==> src/rtl/mcu_playlist_ctrl.sv <==
`default_nettype none
// ============================================================================
// Module      : mcu_playlist_ctrl
// Description : Player control FSM. Drives the note player (play, reset_play)
//               and walks a playlist of NUM_SONGS entries with next/prev
//               skipping, repeat-one / repeat-all modes and end-of-list stop.
//               Optional shuffle on forward skips is enabled by defining the
//               MCU_SHUFFLE_EN macro (8-bit Fibonacci LFSR source).
// Revision    : 1.0 - initial release
// ============================================================================
module mcu_playlist_ctrl #(
    parameter int NUM_SONGS = 4,
    parameter int SONG_W    = 2
) (
    input  logic              clk,
    input  logic              reset,
    input  logic              play_pause,
    input  logic              next,
    input  logic              prev,
    input  logic              song_done,
    input  logic [1:0]        repeat_mode,
    input  logic              shuffle,
    output logic              play,
    output logic              reset_play,
    output logic              nextsong,
    output logic              prevsong,
    output logic [SONG_W-1:0] song_sel
);

    localparam logic [2:0] c_ST_RESET   = 3'd0;
    localparam logic [2:0] c_ST_PAUSE   = 3'd1;
    localparam logic [2:0] c_ST_PLAY    = 3'd2;
    localparam logic [2:0] c_ST_RESTART = 3'd3;
    localparam logic [2:0] c_ST_NEXT    = 3'd4;
    localparam logic [2:0] c_ST_PREV    = 3'd5;

    localparam logic [SONG_W-1:0] c_LAST = SONG_W'(NUM_SONGS - 1);

    logic [2:0]        r_state;
    logic [2:0]        w_next_state;
    logic [SONG_W-1:0] r_song_sel;
    logic [SONG_W-1:0] w_inc;
    logic [SONG_W-1:0] w_dec;
    logic [SONG_W-1:0] w_fwd;

    // Sequential neighbours of the current song, both wrapping at the list ends
    assign w_inc = (r_song_sel == c_LAST) ? '0 : r_song_sel + 1'b1;
    assign w_dec = (r_song_sel == '0) ? c_LAST : r_song_sel - 1'b1;

`ifdef MCU_SHUFFLE_EN
    logic [7:0]        r_lfsr;
    logic              w_lfsr_fb;
    logic [SONG_W-1:0] w_rand;

    // Free-running LFSR, taps 8,6,5,4, reseeded on reset
    assign w_lfsr_fb = r_lfsr[7] ^ r_lfsr[5] ^ r_lfsr[4] ^ r_lfsr[3];

    // LFSR register: one step every cycle
    always_ff @(posedge clk) begin
        if (reset) begin
            r_lfsr <= 8'h01;
        end else begin
            r_lfsr <= {r_lfsr[6:0], w_lfsr_fb};
        end
    end

    // A random pick equal to the current song is bumped so a skip always moves
    assign w_rand = SONG_W'(32'(r_lfsr) % NUM_SONGS);
    assign w_fwd  = !shuffle ? w_inc : ((w_rand == r_song_sel) ? w_inc : w_rand);
`else
    logic w_unused_shuffle;

    assign w_unused_shuffle = shuffle;
    assign w_fwd            = w_inc;
`endif

    // State register
    always_ff @(posedge clk) begin
        if (reset) begin
            r_state <= c_ST_RESET;
        end else begin
            r_state <= w_next_state;
        end
    end

    // Next-state logic; play_pause beats next, next beats prev, buttons beat song_done
    always_comb begin
        w_next_state = c_ST_RESET;
        case (r_state)
            c_ST_RESET: w_next_state = c_ST_PAUSE;
            c_ST_PAUSE: begin
                if (play_pause)  w_next_state = c_ST_PLAY;
                else if (next)   w_next_state = c_ST_NEXT;
                else if (prev)   w_next_state = c_ST_PREV;
                else             w_next_state = c_ST_PAUSE;
            end
            c_ST_PLAY: begin
                if (play_pause)     w_next_state = c_ST_PAUSE;
                else if (next)      w_next_state = c_ST_NEXT;
                else if (prev)      w_next_state = c_ST_PREV;
                else if (song_done) begin
                    case (repeat_mode)
                        2'b01:   w_next_state = c_ST_RESTART;
                        2'b10:   w_next_state = c_ST_NEXT;
                        default: w_next_state = (r_song_sel == c_LAST) ? c_ST_RESET : c_ST_NEXT;
                    endcase
                end else begin
                    w_next_state = c_ST_PLAY;
                end
            end
            c_ST_NEXT, c_ST_PREV, c_ST_RESTART: w_next_state = c_ST_PLAY;
            default: w_next_state = c_ST_RESET;
        endcase
    end

    // Moore output decode
    always_comb begin
        play       = 1'b0;
        reset_play = 1'b0;
        nextsong   = 1'b0;
        prevsong   = 1'b0;
        case (r_state)
            c_ST_RESET:   reset_play = 1'b1;
            c_ST_PLAY:    play       = 1'b1;
            c_ST_RESTART: reset_play = 1'b1;
            c_ST_NEXT: begin
                nextsong   = 1'b1;
                reset_play = 1'b1;
            end
            c_ST_PREV: begin
                prevsong   = 1'b1;
                reset_play = 1'b1;
            end
            default: ;
        endcase
    end

    // Song index: cleared around RESET, stepped on the edge leaving NEXT/PREV
    always_ff @(posedge clk) begin
        if (reset) begin
            r_song_sel <= '0;
        end else if ((r_state == c_ST_RESET) || (w_next_state == c_ST_RESET)) begin
            r_song_sel <= '0;
        end else if (r_state == c_ST_NEXT) begin
            r_song_sel <= w_fwd;
        end else if (r_state == c_ST_PREV) begin
            r_song_sel <= w_dec;
        end
    end

    assign song_sel = r_song_sel;

endmodule
`default_nettype wire

==> config.mk <==
export PLATFORM = sky130hd
export DESIGN_NAME = mcu_playlist_ctrl
export DESIGN_NICKNAME = d
export VERILOG_FILES = /design/src/rtl/mcu_playlist_ctrl.sv
export SDC_FILE = /design/constraint.sdc
export NUM_CORES = 1
export LEC_CHECK = 0
export CAP_MARGIN = 40
export CORE_AREA = 4 4 41 43
export CTS_CLUSTER_DIAMETER = 60
export CTS_CLUSTER_SIZE = 24
export DETAILED_ROUTE_END_ITERATION = 10
export DIE_AREA = 0 0 45 47
export GPL_TIMING_DRIVEN = 1
export PLACE_DENSITY = 0.73
export SYNTH_ARGS = -nofsm -noshare
export SYNTH_HDL_FRONTEND = slang
export SYNTH_SLANG_ARGS = --single-unit
==> constraint.sdc <==
create_clock -name clk -period 1.25 [get_ports clk]
set_input_delay 0.25 -clock clk [delete_from_list [all_inputs] [get_ports clk]]
set_output_delay 0.25 -clock clk [all_outputs]
set_load 0.02 [all_outputs]
==> results.yml <==
status:
  status: "complete, but fails checks"
  violations: "setup timing"
synth:
  seq_area_frac_synth: 0.219
  synth_area_leader_cell: "dfxtp_1"
  synth_top_area_share: 0.219
  syn_nets: 75
  syn_inst: 62
  synth_fa_ha_area_frac: 0.109
  synth.area.mux_share: 0
  ys_top_cells_by_area: "dfxtp_1 22%, ha_1 11%, a21oi_1 7.7%, nor2_1 5.7%, nand2b_1 5.5%"
  synth_compound_area_frac: 0.325
  synth_top_family_by_area: "compound AO/OA/AOI/OAI gates"
  synthSimpleGateAreaFrac: 0.232
  syn_area_per_cell_um2: 7.39
  synth_cell_types: 27
  synthXorXnorAreaFrac: 0.0383
  ys_ff_latch: 5
  syn_area_um2: 458
  yosysWarnings: 0
route:
  drt_wl_total_um: 1690
  drtIter0Drc: 9
  ant_nets: 0
  dr_total_vias: 607
  firstDrtPassIters: 4
  drc: 0
  wire_per_inst_um: 15.0
  vias_per_cell: 5.37
global_route:
  grtUsageMet1: 0.189
  use_met3: 0.0192
  grt_pass1_vias: 590
  grt_max_degree: 8
  grt_usage: 0.157
  grt_pass1_wl_um: 2430
  top_usage_layer: "met2"
  antenna_found_initial: 0
  grt_remaining_overflow: 0
  grtUsageMet2: 0.263
clock_network:
  cts_tree: "done"
  cts-hold-fix-buffers: 0
  cts_sinks: 5
  cts_buffers: 3
  worstSkewPairLatency_ns: 0.24
  clock_path_buffers: 2
  cts-root-buf: "clkbuf_4"
  clkTransAtPathRegs_ns: 0.04
  htree_num_levels: 1
finish:
  instances_no_fill: 113
  nets: 112
  n_antenna_cell: 0
  drive_gt1_frac: 0.684
  postLayoutCoreUtil: 0.747
  area_delta_synth_final_pct: 112
critical_path:
  crit_type: "reg2reg"
  crit_required_ns: 1.39
  critPathTopFamily: "simple AND/OR/NAND/NOR gates"
  r2r_cells: 4
  path_buf_inv: 2
  reg2reg_to: "r_state[2]$_SDFF_PP0_"
  cp_max_fo: 5
  reg2reg_slack_ns: -0.08
  worstPathArrival_ns: 1.47
  r2r_start: "r_state[0]$_SDFF_PP0_"
  crit_chain: "inv_2, buf_6, or3_4, a2111oi_4"
  cpMaxStageDelayCell: "or3_4"
  cp-start-kind: "flip-flop"
  cp_slowest_stage_delay_ns: 0.37
  endpoint_kind: "flip-flop"
min_path:
  holdPathEnd: "r_state[1]$_SDFF_PP0_"
  min_path_cells: 2
  hp-start: "r_state[2]$_SDFF_PP0_"
  min_path_type: "reg2reg"
timing:
  maxSlewHeadroom: 0.771
  worstMarginPinSlew_ns: 0.340
  finalSetupViolCount: 3
  rsz0062_at_grt: "yes"
  clock-skew-final_ns: 0.00132
  max_freq_mhz: 753
  period_share: 1.06
  worst_slack_ns: -0.0788
  finalHoldViolCount: 0
  finalCriticalPeriod_ns: 1.33
  maxSlewViolCount: 0
  fin_hold_ws_ns: 0.560
die:
  start_util: 0.352
  ios: 15
  die_h_um: 47
  die_w_um: 45
  rows: 13
  die_area_um2: 2120
  core_um2: 1300
power_and_ir_drop:
  sequentialPowerShare: 0.265
  power.switching_mw: 0.228
  clockPowerShare: 0.273
  power_frac_comb: 0.462
  leakage_nw: 0.390
  intPower_mw: 0.456
  ir_worst_vdd_v: 0.000404
  power_switching_share: 0.334
  total_power_mw: 0.684
  power_density_nw_per_um2: 704
placement:
  placed_cells: 104
  hpwl_um: 1030
  port_buffers: 13
  place_congestion: 0.753
job:
  max-cap-violations: 0
[flip-flops by register name, summed over array words and instances (netlist names)]
name / flops
song_sel: 2
r_state: 3
[tightest hold or removal path, stage by stage (launching register included)]
cell and delay [ns]:
dfxtp_2 0.34, nand2b_4 0.09, a31oi_1 0.08
[cell usage in the layout, fill, tap and decap left out, drive strengths merged, types with 2 or more instances in the layout]
cell type,count
dfxtp,5
o211ai,2
nor3,3
nand2b,4
buf,26
a21boi,2
clkbuf,5
nor2,7
a31oi,2
inv,7
dlygate4sd2,4
o21ai,3
a21oi,7
clkdlybuf4s15,2
ha,4
xnor2,2
[cells by family after synthesis]
kind of cell | count (synthesis)
xor gates and xnor gates | 2
AOI/OAI and AO/OA | 22
DFF | 5
buffers and inverters | 9
adders and majority gates | 4
and+or+nand+nor | 20
[final cells by class]
| class | instances | area (um^2) |
|---|---|---|
| multi-input combinational | 48 | 494 |
| sequential | 5 | 111 |
| inverter | 7 | 26.3 |
| clock buffer | 4 | 26.3 |
| fill | 91 | 329 |
| tap | 15 | 18.8 |
| timing repair buffer | 34 | 295 |
[power by group through the flow]
stage / clock (mW) / sequential (mW) / combinational (mW)
5_1_grt: 0.201 / 0.182 / 0.336
4_1_cts: 0.195 / 0.180 / 0.271
2_1_floorplan: 0 / 0.181 / 0.125
6_report: 0.187 / 0.181 / 0.316
3_3_place_gp: 0 / 0.180 / 0.248
3_5_place_dp: 0 / 0.181 / 0.250
[repair_timing]
item                                   CTS  global route
resized for setup                       50            18
buffers inserted                         3             2
setup endpoints to repair               11             8
pin swaps                               11             8
endpoints found under the hold margin    0             0
[routing by layer]
layer	routed length (um)	vias to the layer above
met1	732	293
met5	0	-
met3	61	4
met2	882	18
li1	-	292
met4	14	0
[metrics by stage]
stage / cell area [um^2] / TNS (ns) / setup slack, ns
after detailed placement: 781 / -3.75 / -0.602
final: 972 / -0.193 / -0.0788
after floorplan: 522 / -0.0306 / -0.0306
after global routing: 972 / -0.362 / -0.0930
after CTS: 895 / -0.257 / -0.0958
after global placement: 781 / -3.57 / -0.567
[cell usage after synthesis]
| cell | number |
|---|---|
| a211oi_1 | 1 |
| nor2_1 | 7 |
| nand2_1 | 1 |
| o21ai_0 | 3 |
| o211ai_1 | 2 |
| inv_2 | 1 |
| dfxtp_1 | 5 |
| a21boi_0 | 2 |
| o311ai_0 | 1 |
| nor3_1 | 3 |
| clkbuf_1 | 1 |
| and2b_2 | 1 |
| nand3b_1 | 1 |
| or3_1 | 1 |
| and3_2 | 1 |
| inv_1 | 6 |
| a31oi_1 | 2 |
| a21oi_1 | 7 |
| nor2b_1 | 1 |
| buf_2 | 1 |
| o31ai_1 | 1 |
| a21o_2 | 1 |
| xnor2_1 | 2 |
| ha_1 | 4 |
| a221oi_1 | 1 |
| a2111oi_2 | 1 |
| nand2b_1 | 4 |
[worst max path at each step]
stage	startpoint	endpoint	slack (ns)	cells after the start
floorplan	r_state[1]$_SDFF_PP0_	play	-0.03	3
global placement	repeat_mode[0]	song_sel[1]$_SDFFE_PP0N_	-0.57	7
finish	r_state[0]$_SDFF_PP0_	r_state[2]$_SDFF_PP0_	-0.08	4
global route	r_state[0]$_SDFF_PP0_	r_state[2]$_SDFF_PP0_	-0.09	4
CTS	song_sel[0]$_SDFFE_PP0N_	r_state[2]$_SDFF_PP0_	-0.1	5
detailed placement	repeat_mode[1]	song_sel[1]$_SDFFE_PP0N_	-0.60	7
Power figures use the tool's default switching activity.
